`config.mk`:
```
export PLATFORM = sky130hd
export DESIGN_NAME = clock_display
export DESIGN_NICKNAME = d
export VERILOG_FILES = /design/src/rtl/clock_display.sv
export SDC_FILE = /design/constraint.sdc
export NUM_CORES = 1
export LEC_CHECK = 0
export ABC_AREA = 1
export ABC_CLOCK_PERIOD_IN_PS = 4100
export CELL_PAD_IN_SITES_DETAIL_PLACEMENT = 2
export CELL_PAD_IN_SITES_GLOBAL_PLACEMENT = 2
export CORE_MARGIN = 4
export CORE_UTILIZATION = 35
export CTS_CLUSTER_SIZE = 28
export DETAILED_ROUTE_END_ITERATION = 7
export PLACE_DENSITY = 0.83
export SYNTH_ARGS = -nofsm -noshare
export SYNTH_HDL_FRONTEND = slang
export SYNTH_SLANG_ARGS = --single-unit
```
`constraint.sdc`:
```
create_clock -name clk -period 4.1 [get_ports clk]
set_input_delay 0.82 -clock clk [delete_from_list [all_inputs] [get_ports clk]]
set_output_delay 0.82 -clock clk [all_outputs]
set_load 0.02 [all_outputs]
```
`src/rtl/clock_display.sv`:
```
// Six-digit multiplexed HH.MM.SS driver for an active-low 7-segment display.
// Time is snapshotted once per refresh frame; the field selected for editing blinks.
module clock_display #(
    parameter int unsigned REFRESH_DIV = 50000,
    parameter int unsigned BLINK_DIV   = 12500000
) (
    input  logic       clk,
    input  logic       reset,
    input  logic [5:0] sec_in,
    input  logic [5:0] min_in,
    input  logic [4:0] hour_in,
    input  logic [1:0] select,
    output logic [5:0] an,
    output logic [6:0] seg,
    output logic       dp
);
    localparam int unsigned RW = (REFRESH_DIV > 2) ? $clog2(REFRESH_DIV) : 1;
    localparam int unsigned BW = (BLINK_DIV > 2) ? $clog2(BLINK_DIV) : 1;
    localparam logic [RW-1:0] REF_LAST   = RW'(REFRESH_DIV - 1);
    localparam logic [BW-1:0] BLINK_LAST = BW'(BLINK_DIV - 1);
    localparam logic [6:0]    SEG_DASH   = 7'b0111111;

    typedef enum logic [2:0] {
        D_SEC_U, D_SEC_T, D_MIN_U, D_MIN_T, D_HR_U, D_HR_T
    } digit_t;

    digit_t        digit_idx, digit_next;
    logic [RW-1:0] ref_cnt;
    logic [BW-1:0] blink_cnt;
    logic          blink_phase, phase_next;
    logic [5:0]    snap_sec, snap_min;
    logic [4:0]    snap_hour;
    logic [1:0]    prev_select;
    logic          first;
    logic          ref_last, frame_end, sel_changed, blink_last;
    logic [5:0]    field_val;
    logic          field_ok, use_tens, blank, dp_next;
    logic [1:0]    pair;
    logic [5:0]    an_onehot, an_next;
    logic [3:0]    digit_val;
    logic [6:0]    seg_next;

    function automatic logic [6:0] seg_code(input logic [3:0] d);
        case (d)
            4'd0:    seg_code = 7'b1000000;
            4'd1:    seg_code = 7'b1111001;
            4'd2:    seg_code = 7'b0100100;
            4'd3:    seg_code = 7'b0110000;
            4'd4:    seg_code = 7'b0011001;
            4'd5:    seg_code = 7'b0010010;
            4'd6:    seg_code = 7'b0000010;
            4'd7:    seg_code = 7'b1111000;
            4'd8:    seg_code = 7'b0000000;
            4'd9:    seg_code = 7'b0010000;
            default: seg_code = SEG_DASH;
        endcase
    endfunction

    always_comb begin
        ref_last    = (ref_cnt == REF_LAST);
        frame_end   = ref_last && (digit_idx == D_HR_T);
        sel_changed = (select != prev_select);
        blink_last  = (blink_cnt == BLINK_LAST);
        // select change wins over a coincident blink terminal count
        if (sel_changed)     phase_next = 1'b1;
        else if (blink_last) phase_next = ~blink_phase;
        else                 phase_next = blink_phase;
    end

    always_comb begin
        digit_next = digit_idx;
        if (ref_last) begin
            case (digit_idx)
                D_SEC_U: digit_next = D_SEC_T;
                D_SEC_T: digit_next = D_MIN_U;
                D_MIN_U: digit_next = D_MIN_T;
                D_MIN_T: digit_next = D_HR_U;
                D_HR_U:  digit_next = D_HR_T;
                default: digit_next = D_SEC_U;
            endcase
        end
    end

    always_comb begin
        field_val = '0;
        field_ok  = 1'b1;
        use_tens  = 1'b0;
        pair      = 2'd0;
        an_onehot = '1;
        dp_next   = 1'b1;
        case (digit_idx)
            D_SEC_U: begin field_val = snap_sec; pair = 2'd1; an_onehot = 6'b111110; end
            D_SEC_T: begin field_val = snap_sec; pair = 2'd1; an_onehot = 6'b111101; use_tens = 1'b1; end
            D_MIN_U: begin field_val = snap_min; pair = 2'd2; an_onehot = 6'b111011; dp_next = 1'b0; end
            D_MIN_T: begin field_val = snap_min; pair = 2'd2; an_onehot = 6'b110111; use_tens = 1'b1; end
            D_HR_U:  begin field_val = {1'b0, snap_hour}; pair = 2'd3; an_onehot = 6'b101111; dp_next = 1'b0; end
            D_HR_T:  begin field_val = {1'b0, snap_hour}; pair = 2'd3; an_onehot = 6'b011111; use_tens = 1'b1; end
            default: ;
        endcase
        if (pair == 2'd3) field_ok = (field_val <= 6'd23);
        else              field_ok = (field_val <= 6'd59);
        digit_val = use_tens ? 4'(field_val / 6'd10) : 4'(field_val % 6'd10);
        seg_next  = field_ok ? seg_code(digit_val) : SEG_DASH;
        // blanking follows the post-edge phase so a new selection shows at once
        blank     = (select != 2'd0) && !phase_next && (select == pair);
        an_next   = blank ? '1 : an_onehot;
    end

    always_ff @(posedge clk) begin
        prev_select <= select;
        if (!reset) begin
            ref_cnt     <= '0;
            digit_idx   <= D_SEC_U;
            blink_cnt   <= '0;
            blink_phase <= 1'b1;
            snap_sec    <= '0;
            snap_min    <= '0;
            snap_hour   <= '0;
            first       <= 1'b1;
            an          <= '1;
            seg         <= '1;
            dp          <= 1'b1;
        end else begin
            first       <= 1'b0;
            ref_cnt     <= ref_last ? '0 : ref_cnt + 1'b1;
            digit_idx   <= digit_next;
            blink_cnt   <= (sel_changed || blink_last) ? '0 : blink_cnt + 1'b1;
            blink_phase <= phase_next;
            if (first || frame_end) begin
                snap_sec  <= sec_in;
                snap_min  <= min_in;
                snap_hour <= hour_in;
            end
            if (first) begin
                an  <= '1;
                seg <= '1;
                dp  <= 1'b1;
            end else begin
                an  <= an_next;
                seg <= seg_next;
                dp  <= dp_next;
            end
        end
    end
endmodule

```
Yosys cells after proc, flatten, opt, wreduce, memory -nomap -nowiden
Memory sizes are Yosys's and may differ from the RTL's. Index checks and enable logic that the tools add are counted.

Memories kept: 1. Memory bits (read-only): 112. Output and inout bits: 14. Bits in writable memories: 0. Bits in latches: 0. Input port bits: 21. Word-level logic and storage cells: 63. Register bits: 78.

Shifts and indexed selects: 0. Reduce and logical (&&, ||, !) cells: 18. Order comparisons: 2. $add $sub $neg: 2. Bitwise operators: 3. Mux-type cells: 12. Equal/unequal tests: 10. Multipliers: 0. Divide/modulo/power cells: 2.

Memory list: (name not given) (depth 16, width 7, rd ports 1, clocked after memory_dff 0, write ports 0, RTL line 44) `case (d)`.

Operator list (number): $pmux W6 S6 (1); $add A24 B1 Y24 const B (1); $eq A24 B24 Y1 const B (1); $pmux W6 S3 (1); $add A16 B1 Y16 const B (1); $eq A16 B16 Y1 const B (1); $pmux W3 S5 (1); $reduce_or A2 Y1 (7); $reduce_or A3 Y1 (3); $mux W7 (1); $div A6 B4 Y6 const B (1); $eq A3 B2 Y1 const B (2); $eq A3 B3 Y1 const B (2); $le A6 B5 Y1 const B (1); $le A6 B6 Y1 const B (1); $mod A6 B4 Y6 const B (1); $mux W1 (6); $pmux W2 S3 (1); $mux W4 (1); $eq A3 B1 Y1 const B (1); $logic_and A1 B1 Y1 (3); $logic_not A3 Y1 (1); $not A1 Y1 (3); $eq A2 B2 Y1 (1); 5 further kinds (6).

Depth between registers and ports, before layout
Gate-level depths: netlist of run 1.

Depth after elaboration: 7. Gate-level depth with buffers: 26. Depth with buffers taken out: 25.

Worst setup path after synthesis of run 1
Ideal clock, no wire load.

Kind: reg-to-reg. From: register digit_idx[1]. To: register seg[3]. Arrival time: 2.502 ns. Path buffers: 1. Stages on the path, launching flop included: 22. Setup slack: 1.484 ns. Required time: 3.986 ns. Period minus slack after synthesis: 2.616 ns. Library setup time: 0.114 ns. Path through: dfxtp_1 -> buf_6 -> nor2_4 -> nand2_2 -> nand2_4 -> nand2_1 -> nand2_2 -> ha_1 -> inv_1 -> nand3_1 -> nand3_1 -> nand3_1 -> nand2_1 -> nand2_1 -> nand2_2 -> nand2_4 -> o21ai_1 -> inv_1 -> ha_1 -> nand3_1 -> nand3_1 -> nand2_1.

Longest elaborated chain between the ends: 7. Elaborated cells between the ends (all ways): 23. Those cells by class: 2 x div; 2 x order compare; 6 x eq/ne; 5 x mux; 1 x bitwise; 6 x reduce/logical; 1 x memory.

Ends and longest elaborated chain: from (decl) (RTL line 27) `digit_t digit_idx, digit_next;`; from (signal assigned) (RTL line 126) `digit_idx <= digit_next;`; branches (longest 7 deep; another with $mem_v2 Z16 W7); to (signal assigned) (RTL line 140) `seg <= seg_next;`; to (decl) (RTL line 14) `output logic [6:0] seg,`.

Parallel ways; which one is timed is not known. A chain may end at the register's enable or synchronous reset.

Final worst setup path of run 1
Ends and elaborated chain as after synthesis.

==> results.cfg, run 1 <==
[outcome]
outcome = completed

[power_and_ir_drop]
power_switching_mw = 0.461
p_leak_nw = 1.72
combPwrFrac = 0.159
p_seq_frac = 0.478
p_int_mw = 1.22
peakVddDrop_mv = 0.140
switching_share = 0.275
p_per_area_nw_per_um2 = 376
clkPwrFrac = 0.364

[setup_path]
setup.worst_path.class = reg -> reg
slowest_stage = dfxtp_1
cp.required_ps = 4340
start_kind = register
worstPathCellList = inv_2 > nand3_2 > nand2_4 > a21oi_4 > ha_1 > inv_1 > nand4_1 > nand2_1 > inv_1 > nand3_1 > nand2_1 > nand2_1 > nand2_2 > nand2_4 > o21ai_1 > inv_1 > ha_1 > nand3_1 > nand3_1 > nand2_1
arrival_ps = 3670
reg2regPathDepth = 20
reg2reg_setup_slack_ps = 660
end_kind = register
cp_max_fo = 11
cp_slowest_stage_delay_ps = 620
crit_top_cell = nand2_1

[timing]
rsz0062_at_grt = no
period_share = 0.838
setup_viol = 0
final.setup.tns_ps = 0
clock_skew_ps = 10.3
maxSlewViolCount = 0
final.setup.worst_slack_ps = 664
max_freq_mhz = 291
max-slew-margin-rel = 0.486
worst_slew_pin_slew_ps = 765
holdWs_ps = 452
hold_violations = 0
layout_min_cycle_time_ps = 3440

[clock_network]
cts_resized = 0
postCtsSetupBuffers = 0
clk_latency_ps = 340
cts_num_sinks = 78
cts_tree = yes
clk_pin_slew_worst_paths_ps = 80
cts-root-buf = clkbuf_8
clock_path_buffers = 2
ctsHoldBuffers = 0
numCtsBuffers = 9
h-tree-depth = 3

[yosys]
synthesis.nets = 552
synth-xor-area-share = 0.0185
ys_ff_latch = 78
ys_seq_area_frac = 0.413
netlist_top_cells_area = dfxtp_1 (41%), nand2_1 (9.9%), inv_1 (6.9%)
syn_avg_cell_area_um2 = 7.24
synth_cells = 522
synth_fa_ha_area_frac = 0.0298
synth_top_family_by_area = simple AND/OR/NAND/NOR gates
yosys.area.top_type = dfxtp_1
synthMuxAreaShare = 0
synthSimpleGateAreaFrac = 0.343
ys_warn_count = 0
synth_edf_count = 0
ys_async_sr_fraction = 0
yosysTopAreaCellShare = 0.413
synth-main-ff-cell = dfxtp_1
syn_area_um2 = 3780
synth_compound_area_frac = 0.112
synth_cell_type_count = 43

[floorplanning]
io_pins = 35
std_cell_rows = 37
core_area_um2 = 10400
die-width_um = 112
die_area_um2 = 12500
die_h_um = 112
start_util = 0.363

[place]
dpl.hpwl_um = 8320
gp_congestion = 0.829
portBuffers = 34
place_ws_ps = 713
place_area_um2 = 4260
dp.cells = 685

[finish]
final_cell_mix = nand2_1 (100), dfxtp_1 (78), nor2_1 (69), inv_1 (69)
finalNonFillerCells = 700
nNetsFinal = 590
final_common_cell = nand2_1
area_growth_pct = 18.2
fin_area_um2 = 4470
insertedDiodeCount = 0
drive_above_1_share = 0.0940
fill_cells = 1257

[min_path]
whs_path_depth = 1
worst_hold_path_type = reg -> reg

[routing]
drt_iter0_drc = 107
routed_via_density = 5.04
drcViolationCount = 0
ant_nets = 0
dr.pass1.iters = 4
drt-wirelength-per-cell_um = 15.4
vias = 3529
wl_um = 10800

[grt]
grt_pass1_vias = 3899
grt_usage = 0.176
antenna_found_initial = 0
grt_overflow_total = 0
grt_pass1_wl_um = 18400
grt_max_degree = 22

[run]
cap_violations = 0
==> cell families (layout without fill, tap and decap cells) <==
group	count (synthesis)	count (layout)
adder cells (fa/ha/maj)	9	9
AND/OR/NAND/NOR	272	272
AO/OA/AOI/OAI	73	73
buffers and inverters	82	124
flip-flops	78	78
XOR/XNOR	8	8
==> worst max-delay path, delay by kind of cell (launching register included) <==
kind / cells / cell delay, ps
AO/OA/AOI/OAI: 2 / 550
flip-flops: 1 / 620
adder cells (fa/ha/maj): 2 / 480
AND/OR/NAND/NOR: 12 / 1190
buffers and inverters: 4 / 490
==> per-stage QoR <==
stage | utilization | total power [mW]
after global routing | 0.429 | 1.77
after detailed placement | 0.409 | 1.09
after global placement | 0.409 | 1.07
final | 0.429 | 1.68
after CTS | 0.429 | 1.70
after floorplan | - | 0.987
==> layer usage <==
metal  part of all wire  GRT usage  wire [µm]  up-vias
li1                   -          -          -     1766
met1               0.46      0.212       5010     1721
met2               0.51      0.326       5450       35
met3              0.022     0.0228        233        7
met4             0.0079     0.0487         85        0
met5                  0          0          0        -
==> cells in the mapped netlist, types with 5 or more instances <==
cell type and number:
nand4_1 12, a21oi_1 29, nor3_1 15, nor3b_1 6, nand3_1 34, clkbuf_1 6
nand2_1 100, nor2_1 69, ha_1 9, dfxtp_1 78, inv_1 69, nor4_1 5
nand3_2 6, o21ai_0 27, xor2_1 6, nand2_2 10
==> power groups by stage <==
stage / logic [mW] / registers (mW) / clock network [mW]
after floorplan: 0.153 / 0.834 / 0
after global placement: 0.252 / 0.819 / 0
after detailed placement: 0.268 / 0.820 / 0
after CTS: 0.272 / 0.803 / 0.626
after global routing: 0.299 / 0.806 / 0.661
final: 0.266 / 0.802 / 0.610
==> state kept, by name, indices dropped and copies added (netlist names), 3 cells and up <==
signal     cells
ref_cnt       16
digit_idx      3
snap_min       6
blink_cnt     24
snap_sec       6
seg            7
an             6
snap_hour      5
==> area by class of cell <==
cell class                      instances  area, µm²  area share
Multi-Input combinational cell        362       1900       0.425
Sequential cell                        78       1560       0.349
Timing Repair Buffer                   36        355      0.0795
Inverter                               73        274      0.0613
Tap cell                              136        170      0.0381
Clock buffer                           12        165      0.0370
Clock inverter                          3       42.5     0.00952
==> path summary, 6_finish.rpt <==
kind / end / start
worst max-delay path: seg[3] / digit_idx[1]
worst min-delay path: blink_cnt[0] / blink_cnt[0]
worst max register to register: seg[3] / digit_idx[1]
worst min register to register: blink_cnt[0] / blink_cnt[0]
Note: power is estimated with default switching activity, not from simulation.
==> run 2, diff against run 1 <==
--- a/config.mk
+++ b/config.mk
@@ -6,14 +6,14 @@
 export NUM_CORES = 1
 export LEC_CHECK = 0
 export ABC_AREA = 1
-export ABC_CLOCK_PERIOD_IN_PS = 4100
+export ABC_CLOCK_PERIOD_IN_PS = 3200
 export CELL_PAD_IN_SITES_DETAIL_PLACEMENT = 2
 export CELL_PAD_IN_SITES_GLOBAL_PLACEMENT = 2
 export CORE_MARGIN = 4
-export CORE_UTILIZATION = 35
+export CORE_UTILIZATION = 33
 export CTS_CLUSTER_SIZE = 28
 export DETAILED_ROUTE_END_ITERATION = 7
-export PLACE_DENSITY = 0.83
+export PLACE_DENSITY = 0.79
 export SYNTH_ARGS = -nofsm -noshare
 export SYNTH_HDL_FRONTEND = slang
 export SYNTH_SLANG_ARGS = --single-unit
==> constraint.sdc (replaced) <==
create_clock -name clk -period 3.2 [get_ports clk]
set_input_delay 0.64 -clock clk [delete_from_list [all_inputs] [get_ports clk]]
set_output_delay 0.64 -clock clk [all_outputs]
set_load 0.02 [all_outputs]
==> run 2 against run 1 <==
Compared with the run above: non-clock buffer count rose by 6; combinational power is 31% higher; global-route usage about the same; power is 42% higher; flip-flop and latch count unchanged; via count increased by 0.91%.
==> results.cfg, run 2 (synthesized netlist as in run 1, its figures left out) <==
[outcome]
outcome = completed

[finish]
top_regs = blink_cnt: 24 flops, ref_cnt: 16 flops, seg: 7 flops
finalNonFillerCells = 710
fin_area_um2 = 4620
insertedDiodeCount = 0
largest_register_ffs = 24
final_cell_mix = nand2_1 (99), dfxtp_1 (76), nor2_1 (69)
drive_above_1_share = 0.109
area_growth_pct = 22.1
final_util = 0.419
final_common_cell = nand2_1
regMostFlops = blink_cnt
nNetsFinal = 596

[timing]
max-slew-margin-rel = 0.501
worst_slew_pin_slew_ps = 743
holdWs_ps = 459
clock_skew_ps = 4.42
layout_min_cycle_time_ps = 2990
hold_violations = 0
max_freq_mhz = 335
maxSlewViolCount = 0
final.setup.tns_ps = 0
period_share = 0.933
setup_viol = 0

[routing]
routed_via_density = 5.02
dr.pass1.iters = 4
drt_iter0_drc = 131
vias = 3561
drcViolationCount = 0
wl_um = 11000
ant_nets = 0
drt-wirelength-per-cell_um = 15.5

[floorplanning]
core_area_um2 = 11000
die_area_um2 = 13200
io_pins = 35
std_cell_rows = 38
die_h_um = 115
start_util = 0.343
die-width_um = 115

[power_and_ir_drop]
p_seq_frac = 0.430
switching_share = 0.262
p_int_mw = 1.76
p_per_area_nw_per_um2 = 518
power_switching_mw = 0.627
peakVddDrop_mv = 0.445
clkPwrFrac = 0.424
p_leak_nw = 1.79
combPwrFrac = 0.146

[place]
portBuffers = 34
gp_congestion = 0.785
dp.cells = 693
place_area_um2 = 4300
dpl.hpwl_um = 8060

[grt]
grt_usage = 0.176
grt_pass1_vias = 3952
grt_overflow_total = 0
grt_pass1_wl_um = 18400
grt_max_degree = 22
antenna_found_initial = 0

[setup_path]
end_kind = register
arrival_ps = 3210
cp.required_ps = 3430
worstPathCellList = inv_4 > nand3_2 > nand2_4 > a21oi_4 > ha_1 > inv_1 > nand4_1 > nand2_1 > inv_2 > nand3_1 > nand2_1 > nand2_1 > nand2_2 > nand2_4 > nand2_1 > nand2_1 > nand2_2 > inv_1 > ha_1 > nand3_1 > nand2_1 > nand2_1 > nand2_1
crit_top_cell = nand2_1
cp_slowest_stage_delay_ps = 400
slowest_stage = dfxtp_1
cp_max_fo = 10
setup.worst_path.class = reg -> reg
start_kind = register

[min_path]
worst_hold_path_type = reg -> reg

[run]
cap_violations = 0

[clock_network]
cts_tree = yes
clk_pin_slew_worst_paths_ps = 60
clock_path_buffers = 2
h-tree-depth = 3
ctsHoldBuffers = 0
cts_num_sinks = 78
cts-root-buf = clkbuf_16
clk_latency_ps = 340
numCtsBuffers = 9
-- run 2: per-stage QoR --
step                      worst slack, ps  power (mW)
final                                 213        2.39
after global routing                -74.6        2.51
after CTS                            97.5        2.43
after floorplan                       584        1.26
after detailed placement             98.1        1.40
after global placement                339        1.38
-- run 2: worst max-delay path: cells and delay by family (launching register included) --
kind	cells	cell delay, ps
AOI/OAI and AO/OA	1	220
adders and majority gates	2	390
buffers and inverters	4	330
DFF	1	400
and+or+nand+nor	16	1540
-- run 2: area by class of cell --
| class | instances | area (µm²) |
|---|---|---|
| clock buffers | 11 | 243 |
| clock inverters | 4 | 47.5 |
| fillers | 1359 | 6410 |
| inverters | 73 | 279 |
| multi-input cells | 362 | 1900 |
| flip-flops and latches | 78 | 1570 |
| well taps | 140 | 175 |
| repair buffers | 42 | 404 |
-- run 2: power by group through the flow --
stage	clock network [mW]	registers (mW)	logic, mW
final	1.01	1.03	0.349
after global routing	1.09	1.03	0.393
after CTS	1.05	1.03	0.353
after detailed placement	0	1.05	0.346
after global placement	0	1.05	0.327
after floorplan	0	1.07	0.195
-- run 2: per-layer routing --
metal | share of wire | up-vias | GRT usage
met5 | 0 | - | 0
li1 | - | 1777 | -
met1 | 0.44 | 1734 | 0.199
met2 | 0.52 | 40 | 0.327
met4 | 0.012 | 0 | 0.0391
met3 | 0.032 | 10 | 0.0489
-- run 2: final timing paths --
kind | startpoint | endpoint | slack (ps) | cells after the start
max | digit_idx[2] | seg[5] | 210 | 23
min | blink_cnt[0] | blink_cnt[0] | 460 | 1
max reg2reg | digit_idx[2] | seg[5] | 210 | 23
min reg2reg | blink_cnt[0] | blink_cnt[0] | 460 | 1
-- run 2: timing repair --
action | in CTS | in global routing
setup buffers | 0 | 2
pin swaps | 0 | 1
gates resized for setup | 1 | 7
endpoints found under the setup margin | 2 | 5
